**config.mk**
```make
export PLATFORM = sky130hd
export DESIGN_NAME = fifo_uart_tx
export DESIGN_NICKNAME = d
export VERILOG_FILES = /design/src/rtl/fifo_uart_tx.sv
export SDC_FILE = /design/constraint.sdc
export NUM_CORES = 1
export LEC_CHECK = 0
export ABC_AREA = 1
export CAP_MARGIN = 20
export CORE_ASPECT_RATIO = 1.5
export CORE_MARGIN = 1
export CORE_UTILIZATION = 35
export CTS_BUF_LIST = sky130_fd_sc_hd__clkbuf_8
export DETAILED_ROUTE_END_ITERATION = 16
export SKIP_LAST_GASP = 1
export SLEW_MARGIN = 30
export SYNTH_ARGS = -nofsm -noshare
export SYNTH_HDL_FRONTEND = slang
export SYNTH_SLANG_ARGS = --single-unit
```
**constraint.sdc**
```tcl
create_clock -name clk -period 1.85 [get_ports clk]
set_clock_uncertainty 0.2 [all_clocks]
set_input_delay 0.555 -clock clk [delete_from_list [all_inputs] [get_ports clk]]
set_output_delay 0.555 -clock clk [all_outputs]
set_load 0.02 [all_outputs]
```
**src/rtl/fifo_uart_tx.sv**
```systemverilog
// FIFO drain stage: pops one byte per frame and serialises it as 8N1, LSB first.
// Optional even-parity bit when FIFO_UART_TX_PARITY_EN is defined.
module fifo_uart_tx #(
  parameter int CLKS_PER_BIT = 4,
  parameter int DATA_W       = 8
) (
  input  logic              clk,
  input  logic              reset,
  input  logic              fifo_empty,
  input  logic [DATA_W-1:0] fifo_data,
  output logic              fifo_rd_en,
  output logic              tx,
  output logic              tx_busy,
  output logic              tx_done
);

  localparam int CW = (CLKS_PER_BIT > 1) ? $clog2(CLKS_PER_BIT) : 1;
  localparam int BW = (DATA_W > 1) ? $clog2(DATA_W) : 1;
  localparam logic [CW-1:0] CNT_MAX  = CW'(CLKS_PER_BIT - 1);
  localparam logic [BW-1:0] BIT_LAST = BW'(DATA_W - 1);

`ifdef FIFO_UART_TX_PARITY_EN
  typedef enum logic [2:0] {IDLE, POP, LOAD, START, DATA, PARITY, STOP} state_t;
`else
  typedef enum logic [2:0] {IDLE, POP, LOAD, START, DATA, STOP} state_t;
`endif

  state_t            state_reg, state_next;
  logic [CW-1:0]     cnt_reg, cnt_next;
  logic [BW-1:0]     bit_reg, bit_next;
  logic [DATA_W-1:0] shift_reg, shift_next;
  logic              tx_reg, tx_next;
  logic              rd_en_reg, rd_en_next;
  logic              busy_reg, busy_next;
  logic              done_reg, done_next;
`ifdef FIFO_UART_TX_PARITY_EN
  logic              parity_reg, parity_next;
`endif

  always_ff @(posedge clk or negedge reset) begin
    if (!reset) begin
      state_reg  <= IDLE;
      cnt_reg    <= '0;
      bit_reg    <= '0;
      shift_reg  <= '0;
      tx_reg     <= 1'b1;
      rd_en_reg  <= 1'b0;
      busy_reg   <= 1'b0;
      done_reg   <= 1'b0;
`ifdef FIFO_UART_TX_PARITY_EN
      parity_reg <= 1'b0;
`endif
    end else begin
      state_reg  <= state_next;
      cnt_reg    <= cnt_next;
      bit_reg    <= bit_next;
      shift_reg  <= shift_next;
      tx_reg     <= tx_next;
      rd_en_reg  <= rd_en_next;
      busy_reg   <= busy_next;
      done_reg   <= done_next;
`ifdef FIFO_UART_TX_PARITY_EN
      parity_reg <= parity_next;
`endif
    end
  end

  always_comb begin
    state_next  = state_reg;
    cnt_next    = cnt_reg;
    bit_next    = bit_reg;
    shift_next  = shift_reg;
`ifdef FIFO_UART_TX_PARITY_EN
    parity_next = parity_reg;
`endif
    case (state_reg)
      IDLE: if (!fifo_empty) state_next = POP;
      POP:  state_next = LOAD;
      LOAD: begin
        shift_next = fifo_data;
        cnt_next   = '0;
        bit_next   = '0;
`ifdef FIFO_UART_TX_PARITY_EN
        parity_next = ^fifo_data;
`endif
        state_next = START;
      end
      START: begin
        if (cnt_reg == CNT_MAX) begin
          cnt_next   = '0;
          state_next = DATA;
        end else begin
          cnt_next = cnt_reg + 1'b1;
        end
      end
      DATA: begin
        if (cnt_reg == CNT_MAX) begin
          cnt_next   = '0;
          shift_next = shift_reg >> 1;
          if (bit_reg == BIT_LAST) begin
            bit_next = '0;
`ifdef FIFO_UART_TX_PARITY_EN
            state_next = PARITY;
`else
            state_next = STOP;
`endif
          end else begin
            bit_next = bit_reg + 1'b1;
          end
        end else begin
          cnt_next = cnt_reg + 1'b1;
        end
      end
`ifdef FIFO_UART_TX_PARITY_EN
      PARITY: begin
        if (cnt_reg == CNT_MAX) begin
          cnt_next   = '0;
          state_next = STOP;
        end else begin
          cnt_next = cnt_reg + 1'b1;
        end
      end
`endif
      STOP: begin
        if (cnt_reg == CNT_MAX) begin
          cnt_next   = '0;
          state_next = IDLE;
        end else begin
          cnt_next = cnt_reg + 1'b1;
        end
      end
      default: state_next = IDLE;
    endcase
  end

  // Outputs are derived from the next state so the registered copies line up with state_reg.
  always_comb begin
    tx_next = 1'b1;
    case (state_next)
      START:  tx_next = 1'b0;
      DATA:   tx_next = shift_next[0];
`ifdef FIFO_UART_TX_PARITY_EN
      PARITY: tx_next = parity_next;
`endif
      default: tx_next = 1'b1;
    endcase
    rd_en_next = (state_next == POP);
    busy_next  = (state_next != IDLE);
    done_next  = (state_next == STOP) && (cnt_next == CNT_MAX);
  end

  assign tx         = tx_reg;
  assign fifo_rd_en = rd_en_reg;
  assign tx_busy    = busy_reg;
  assign tx_done    = done_reg;

endmodule

```
==> impl_metrics.csv <==
group,metric,value,unit
placed_design,placed_cell_area,0.00117,sq mm
logic_synthesis,synth_seq_cells,20,
logic_synthesis,yosys_warnings,0,
floorplan,die-area,0.00297,sq mm
clock_tree,clock_sinks,20,
setup_path,slowest_stage,"dfrtp_1",
setup_path,r2r-start,"cnt_reg[0]",
clock_tree,cts_root_buffer,"clkbuf_8",
timing,finalCritPeriodShare,91.5,%
logic_synthesis,yosys-top-cells-area,"dfrtp_1 (49%), nand2_1 (19%), nand3_1 (7.8%)",
timing,tightest_slew,0.264,ns
logic_synthesis,syn_area,965,sq um
clock_tree,cts_hold_buf,0,
logic_synthesis,synth_top_family_by_area,"simple AND/OR/NAND/NOR gates",
setup_path,path_buf_inv,1,
power,leakage,0.612,nW
grt,grt.total_usage,15.6,%
timing,fmax,590,MHz
clock_tree,h-tree-depth,1,
setup_path,crit_type,"flip-flop to primary output",
drt,vias_per_cell,4.71,
setup_path,critPathRequiredTime,1.09,ns
setup_path,critPathLaunchType,"flip-flop",
cells_and_area,finalNetCount,155,
placed_design,io_buffers,14,
drt,route.detailed.drc,0,
setup_path,critPathTopFamily,"flip-flops",
flow_run,maxCapViolations,0,
clock_tree,clk_pin_slew_worst_paths,0.08,ns
placed_design,place_congestion,0.815,
logic_synthesis,ys_types,18,
logic_synthesis,synth_compound_area_share,3.76,%
grt,antenna_found_initial,0,
logic_synthesis,syn_inst,120,
timing,drv_slew,0,
cells_and_area,fin_cells,177,
logic_synthesis,synthXorXnorAreaFrac,0,%
grt,grt_start_max_net_pins,21,
cells_and_area,n_antenna_cell,0,
floorplan,initial_core_util,36.4,%
clock_tree,cts_setup_buffers,0,
logic_synthesis,synth_area_per_cell,8.04,sq um
logic_synthesis,synthMuxAreaShare,0,%
cells_and_area,drive_gt1_share,11.4,%
worst_hold_path,worstHoldStart,"shift_reg[7]",
power,total_power,0.00158,W
cells_and_area,fin_area,0.00121,sq mm
drt,wl,1860,um
floorplan,die_w,44.9,um
floorplan,rows,23,
logic_synthesis,yosys.area_share.adder,3.89,%
drt,detail_route.wl_per_cell,10.5,um
power,irDropWorstVdd,0.621,mV
cells_and_area,largest_reg_flops,8,
drt,drt-initial-drc-count,19,
timing,relSlewSlack,82.4,%
logic_synthesis,synth_simple_gate_area_share,35.7,%
floorplan,core,0.00265,sq mm
worst_hold_path,hold_class,"flip-flop to flip-flop",
logic_synthesis,syn-num-nets,134,
grt,grt-ovfl-total,0,
setup_path,crit_path_end_kind,"primary output",
outcome,outcome,"complete, no violations",
grt,grt_pass1_vias,807,
cells_and_area,syn_to_final_growth,25.7,%
clock_tree,cts_max_path_buffers,2,
timing,grt_setup_unrepaired,"false",
cells_and_area,fin_util,45.8,%
setup_path,crit_path_start,"fifo_rd_en",
setup_path,cp_max_fo,1,
timing,setup_violations,0,
floorplan,pin_count,15,
logic_synthesis,synth_top_cell_area_share,49.3,%
clock_tree,cts_tree,"done",
logic_synthesis,yosys.area.top_type,"dfrtp_1",
logic_synthesis,seq_area_frac_synth,52.0,%
floorplan,chipHeight,66.3,um
power,powerDensity,1300,mW/mm^2
drt,vias,833,
drt,dr.pass1.iters,4,
placed_design,hpwl,1400,um
cells_and_area,fill_cells,280,
clock_tree,insertion_delay,0.26,ns
setup_path,max_stage_delay,0.36,ns
clock_tree,tritoncts.num_buffers,3,
timing,hold_viol,0,
setup_path,arrival,0.94,ns
timing,fin_crit,1.69,ns
drt,postRouteAntennaNets,0,
placed_design,dp_cells,173,
grt,grt_pass1_wl,3390,um
setup_path,path_cells,"dlygate4sd2_1",
-- cells by family (layout without fill, tap and decap cells) --
kind of cell / after synthesis / after routing
adder cells (fa/ha/maj): 3 / 3
buffers and inverters: 12 / 32
AO/OA/AOI/OAI: 6 / 6
AND/OR/NAND/NOR: 79 / 79
flip-flops: 20 / 20
-- path summary, 6_finish.rpt --
path	slack, ns	cells past startpoint	endpoint
min reg2reg	0.28	2	shift_reg[7]
max reg2reg	0.22	7	tx_done
min in group asynchronous	0.43	2	shift_reg[4]
max in group asynchronous	0.75	2	tx
min	0.28	2	shift_reg[7]
max	0.16	1	fifo_rd_en
-- cells in the final DEF, fill, tap and decap left out, drive strengths merged --
cell,Yosys,layout
nand3,15,15
nor2,9,9
ha,3,3
inv,12,12
o21ai,4,4
a21oi,1,1
clkdlybuf4s50,0,10
nand4,3,3
dfrtp,19,19
nor3,1,1
buf,0,2
nand2,51,51
o211ai,1,1
dfstp,1,1
dlygate4sd2,0,3
clkbuf,0,5
-- synth_stat cells --
master	instances
a21oi_1	1
dfrtp_1	19
dfstp_2	1
ha_1	3
inv_1	9
inv_2	3
nand2_1	50
nand2_2	1
nand3_1	15
nand4_1	3
nor2_1	6
nor2_2	1
nor2_4	2
nor3_1	1
o211ai_1	1
o21ai_0	2
o21ai_1	1
o21ai_2	1
-- report_power, final --
group	internal, W	total (W)	switching [W]
Sequential	0.000568	0.000654	0.0000859
Combinational	0.000208	0.000591	0.000384
Clock	0.000190	0.000336	0.000146
Total	0.000965	0.00158	0.000616
-- per-stage QoR --
step	hold WS [ns]	setup WS, ns	setup TNS (ns)
2_1_floorplan	0.0594	0.441	0
3_3_place_gp	0.260	0.0139	0
3_5_place_dp	0.270	0.0128	0
4_1_cts	0.289	-0.00681	-0.00681
5_1_grt	0.313	0.0463	0
6_report	0.282	0.156	0
-- metal layers --
metal	wire (um)	up-vias	track usage [%]
li1	-	424	-
met1	847	392	19.2
met2	938	13	25.6
met3	43	4	2.46
met4	34	0	7.95
met5	0	-	0
-- cell type report --
| cell class | count | area [sq um] | share of cell area, % |
|---|---|---|---|
| Sequential cell | 20 | 502 | 41.4 |
| Multi-Input combinational cell | 88 | 418 | 34.5 |
| Timing Repair Buffer | 16 | 146 | 12.1 |
| Clock buffer | 4 | 55.1 | 4.54 |
| Tap cell | 37 | 46.3 | 3.82 |
| Inverter | 12 | 45.0 | 3.72 |
-- what timing repair did --
action,4_1_cts,5_1_grt
gates resized for setup,4,2
pin swaps,0,0
endpoints found under the setup margin,4,1
Power figures use the tool's default switching activity.
==> edit 1: new RTL, same flow settings <==
The 6 states of `state_t` get a Gray code encoding in 3 bits.
--- a/src/rtl/fifo_uart_tx.sv
+++ b/src/rtl/fifo_uart_tx.sv
@@ -23,5 +23,5 @@
   typedef enum logic [2:0] {IDLE, POP, LOAD, START, DATA, PARITY, STOP} state_t;
 `else
-  typedef enum logic [2:0] {IDLE, POP, LOAD, START, DATA, STOP} state_t;
+  typedef enum logic [2:0] {IDLE = 3'b000, POP = 3'b001, LOAD = 3'b011, START = 3'b010, DATA = 3'b110, STOP = 3'b111} state_t;
 `endif
 
Formal check against the unedited RTL: no difference found for any inputs over 10 cycles, from zero or initial values and one cycle with reset low; not proved beyond that.
==> edit 1 against the unedited design <==
Sequential cell count unchanged. Critical path type unchanged. Critical path depth unchanged. Area after synthesis up 2.1%. Sequential power down 16%. Largest cell class unchanged. Highest routed layer unchanged. Total power down 24%. Setup slack worse by 0.0029 ns. Routed wire length up 2.0%. Design area up 0.10%. Synthesized cell count down 0.83%.
==> edit 1: results (changes against the unedited design) <==
* Status: finished, final reports clean
* DRT Pass-1 Iters at 4 (unchanged)
* Setup bufs post-CTS at 0 (unchanged)
* Placed Cells at 170 (-1.7%)
* Asr flop ratio synth at 100% (unchanged)
* Clk Latency, worst-skew pair at 0.26 ns (about the same)
* Vias per cell at 4.65 (-1.2%)
* Commonest cells post-synth: nand2_1 (40), dfrtp_1 (19), inv_1 (9), nand3_1 (9), nor2_1 (9)
* R2R depth at 6 (-1)
* Leak at 0.650 nW (+6.3%)
* Fillers at 277 (-1.1%)
* CP max stage cell: dfrtp_1
* Number of port buffers at 14 (unchanged)
* Register area share after synthesis at 51.0% (-1.1 points)
* H-tree Lvls at 1 (unchanged)
* Data arrival time of the worst path at 0.94 ns (about the same)
* GRT Total Usage at 15.4% (-0.22 points)
* GP Congestion at 0.854 (+4.9%)
* Yosys warnings at 0 (unchanged)
* Ys flop type: dfrtp_1
* Number of distinct library cells after synthesis at 20 (+2)
* Clock Tree Buf Depth at 2 (unchanged)
* Reg2Reg Capture Point: tx$_DFF_PN1_
* Fraction of layout cells with a size suffix above 1 at 14.6% (+3.2 points)
* Hold Path Depth at 2 (unchanged)
* N_diodes at 0 (unchanged)
* R2R setup slack at 0.28 ns (+0.06 ns)
* Relative slew slack at 72.8% (-9.6 points)
* CTS buffer count at 3 (unchanged)
* Detailed Place HPWL at 1420 um (+1.5%)
* Max reg flops at 8 (unchanged)
* Clock root buffer: clkbuf_8
* Placed cell areas at 1170 um^2 (+0.11%)
* Nets@finish at 152 (-1.9%)
* Antenna violations before repair at 0 (unchanged)
* Mean area per synthesized cell at 8.27 um^2 (+2.9%)
* First-pass GRT wire length at 3300 um (-2.8%)
* Final hold slack at 0.277 ns (-0.00532 ns)
* Pre-CTS WS at 0.00375 ns (-0.00907 ns)
* CTS clock-pin slew for the worst setup and hold paths at approximately 0.070 ns
* Count of final setup violators at 0 (unchanged)
* Worst VDD drop at 0.000481 V (-23%)
* Vias in the first global route at 811 (+0.50%)
* Per-cell routed wire length at 10.9 um (+3.7%)
* Pin count of the biggest net entering global routing at 21 (unchanged)
* Detailed Route Iter0 Violations at 14 (-5)
* Worst Hold End: shift_reg[7]$_DFFE_PN0P_
* CP peak stage delay at around 0.37 ns
* Max FO, Critical Path at 1 (unchanged)
* Synth top area cells: dfrtp_1 (48%), nand2_1 (15%), nand3_1 (4.6%)
* Syn nets at 133 (-0.75%)
* Post-Route WL at 1900 um (+2.0%)
[edit 1: report_power, final]
| group | switching [mW] | internal [mW] | total (mW) |
|---|---|---|---|
| clock network | 0.143 | 0.190 | 0.332 |
| registers | 0.0451 | 0.503 | 0.548 |
| logic | 0.198 | 0.117 | 0.315 |
[edit 1: cell type report]
class / count / area, um^2 / area share, %
sequential: 20 / 502 / 41.3
multi-input combinational: 83 / 413 / 34.0
timing repair buffer: 15 / 139 / 11.4
inverter: 15 / 58.8 / 4.85
clock buffer: 4 / 55.1 / 4.54
tap: 37 / 46.3 / 3.81
[edit 1: worst max-delay path by stage]
stage                              start      endpoint  slack (ns)  cells after the start
floorplan           cnt_reg[0]$_DFF_PN0_  tx$_DFF_PN1_        0.44                      6
global placement            tx$_DFF_PN1_            tx       0.007                      1
detailed placement          tx$_DFF_PN1_            tx       0.004                      1
CTS                         tx$_DFF_PN1_            tx       -0.02                      1
global route           tx_busy$_DFF_PN0_       tx_busy        0.13                      1
finish                 tx_busy$_DFF_PN0_       tx_busy        0.15                      1
[edit 1: what timing repair did]
action | in CTS | in global routing
gates resized for setup | 4 | 2
hold buffers | 0 | 0
hold endpoints to repair | 0 | 0
setup endpoints to repair | 4 | 1
pin swaps | 0 | 0
[edit 1: cells by family after synthesis]
logic type      after synthesis  synth area share [%]
fa+ha+maj                     3                  3.81
buf+inv                      16                  7.12
flops                        20                  51.0
compound gates                9                  4.57
simple gates                 71                  33.5
[edit 1: metrics by stage]
stage / utilization (%) / power [mW]
floorplan: - / 0.780
global placement: 43.6 / 0.868
detailed placement: 43.6 / 0.883
CTS: 45.5 / 1.22
global route: 45.3 / 1.27
finish: 45.3 / 1.20
[edit 1: per-layer routing]
layer	vias up	part of all wire [%]	GRT usage, %
met2	16	52	27.9
met3	5	4.1	2.98
met1	376	41	15.3
met4	0	2.6	9.09
li1	412	-	-
met5	-	0	0
==> edit 2: new RTL, config.mk and constraints unchanged <==
Made on the original files. Set the parameter `DATA_W` to 16 (it was 8).
--- a/src/rtl/fifo_uart_tx.sv
+++ b/src/rtl/fifo_uart_tx.sv
@@ -3,5 +3,5 @@
 module fifo_uart_tx #(
   parameter int CLKS_PER_BIT = 4,
-  parameter int DATA_W       = 8
+  parameter int DATA_W       = 16
 ) (
   input  logic              clk,
Interface: changed (resized fifo_data); port bits go from 15 to 23. The function was not compared with the original's and may differ.
==> edit 2 against the unedited design <==
Register-to-register slack better by 0.03 ns. Total power shrank 18%. Count of clock-buffer cells in the layout increased by 3. Sequential cell count increased by 9. Area after synthesis increased by 48%. Largest power group unchanged. Design area rose by 47%. Synthesized cell count increased by 46%. Combinational power shrank 89%. Critical path depth unchanged. Die area up 46%. Largest cell class unchanged. Routed wire length increased by 59%. Setup slack got worse by 0.016 ns. Maximum frequency is 0.95% lower. Global-route usage up 0.61 points.
==> edit 2: results (changes against the unedited design) <==
* Placed cell areas at 1690 um^2 (+45%)
* Remaining antenna violation count at 0 (unchanged)
* GRT Total Usage at 16.2% (+0.61 points)
* CP peak stage delay at 0.52 ns (+0.16 ns)
* Clock Tree Buf Depth at 2 (unchanged)
* CTS buffer count at 5 (+2)
* R2R setup slack at 0.25 ns (+0.03 ns)
* Detailed Place HPWL at 2090 um (+49%)
* Per-cell routed wire length at 12.0 um (+14%)
* Pin count of the biggest net entering global routing at 30 (+43%)
* Clk Latency, worst-skew pair at 0.28 ns (+0.02 ns)
* CP max stage cell: dfstp_2
* Post-CTS resize count at 4 (unchanged)
* GP Congestion at 0.831 (+2.0%)
* Fraction of layout cells with a size suffix above 1 at 12.4% (+0.95 points)
* H-tree Lvls at 2 (+1)
* Clock root buffer: clkbuf_8
* Comb pwr share at 5.2% (-32 points)
* N_diodes at 0 (unchanged)
* Switching Share at 21.0% (-18 points)
* CTS clock-pin slew for the worst setup and hold paths at 0.06 ns (-0.02 ns)
* First-pass GRT wire length at 5000 um (+47%)
* Max power group: registers
* Number of distinct library cells after synthesis at 25 (+7)
* Worst Hold End: shift_reg[11]$_DFFE_PN0P_
* Yosys warnings at 0 (unchanged)
* Max reg flops at 16 (+8)
* F_max at 0.585 GHz (-0.95%)
* Pre-CTS WS at 0.0166 ns (+0.00374 ns)
* DRT Pass-1 Iters at 4 (unchanged)
* R2r startpoint: state_reg[1]$_DFF_PN0_
* Beginning of the worst hold path: shift_reg[11]$_DFFE_PN0P_
* P_sw at 0.271 mW (-56%)
* Hold Path Depth at 2 (unchanged)
* Syn nets at 196 (+46%)
* Nets@finish at 222 (+43%)
* Commonest cells post-synth: nand2_1 (70), dfrtp_1 (28), nand3_1 (20)
* Status: finished, final reports clean
* Vias at 1195 (+43%)
* Least-Margin Pin Slew at 0.314 ns (+0.0492 ns)
* R2R depth at 8 (+1)
* Worst VDD drop at 0.000443 V (-29%)
* Leak at 0.899 nW (+47%)
* Register area share after synthesis at 50.8% (-1.2 points)
* Reg2Reg Capture Point: shift_reg[1]$_DFFE_PN0P_
* Seq pwr at 0.646 mW (-1%)
* Synth top area cells: dfrtp_1 (49%), nand2_1 (18%), nand3_1 (7.0%)
* Number of port buffers at 22 (+8)
* Detailed Route Iter0 Violations at 16 (-3)
edit 2: through the flow:
stage / hold WS [ns] / std cells
6_report: 0.285 / 247
5_1_grt: 0.308 / 247
4_1_cts: 0.286 / 247
3_5_place_dp: 0.270 / 239
3_3_place_gp: 0.264 / 239
2_1_floorplan: 0.0594 / 175
edit 2: worst register-to-register path: cells and delay by family, from the launching register on:
family	cells	cell delay, ns
compound gates	1	0.08
buf+inv	2	0.17
flops	1	0.49
simple gates	5	0.55
edit 2: layout make-up:
class	count	area, um^2
multi-input combinational	125	599
clock buffer	7	96.3
sequential	29	727
fill	425	2140
clock inverter	1	5.00
tap	45	56.3
timing repair buffer	23	231
inverter	17	68.8
edit 2: worst max-delay path by stage:
| stage | start | end |
|---|---|---|
| 2_1_floorplan | state_reg[1]$_DFF_PN0_ | shift_reg[11]$_DFFE_PN0P_ |
| 3_3_place_gp | tx$_DFF_PN1_ | tx |
| 3_5_place_dp | tx$_DFF_PN1_ | tx |
| 4_1_cts | tx$_DFF_PN1_ | tx |
| 5_1_grt | cnt_reg[0]$_DFF_PN0_ | tx_busy$_DFF_PN0_ |
| 6_report | tx$_DFF_PN1_ | tx |
edit 2: kinds of logic (layout without fill, tap and decap cells):
kind of cell | after synthesis | after routing | share of synthesized area (%)
DFF | 29 | 29 | 50.8
and+or+nand+nor | 111 | 111 | 35.1
buffers and inverters | 21 | 48 | 7.26
adders and majority gates | 2 | 2 | 1.75
AOI/OAI and AO/OA | 12 | 12 | 5.07
edit 2: layer usage:
layer	share of wire (%)	vias to the layer above	global-route usage [%]
met5	0	-	0
met4	2.4	0	8.46
met3	4.4	7	4.73
met2	50	21	28.5
met1	43	561	16.2
li1	-	606	-
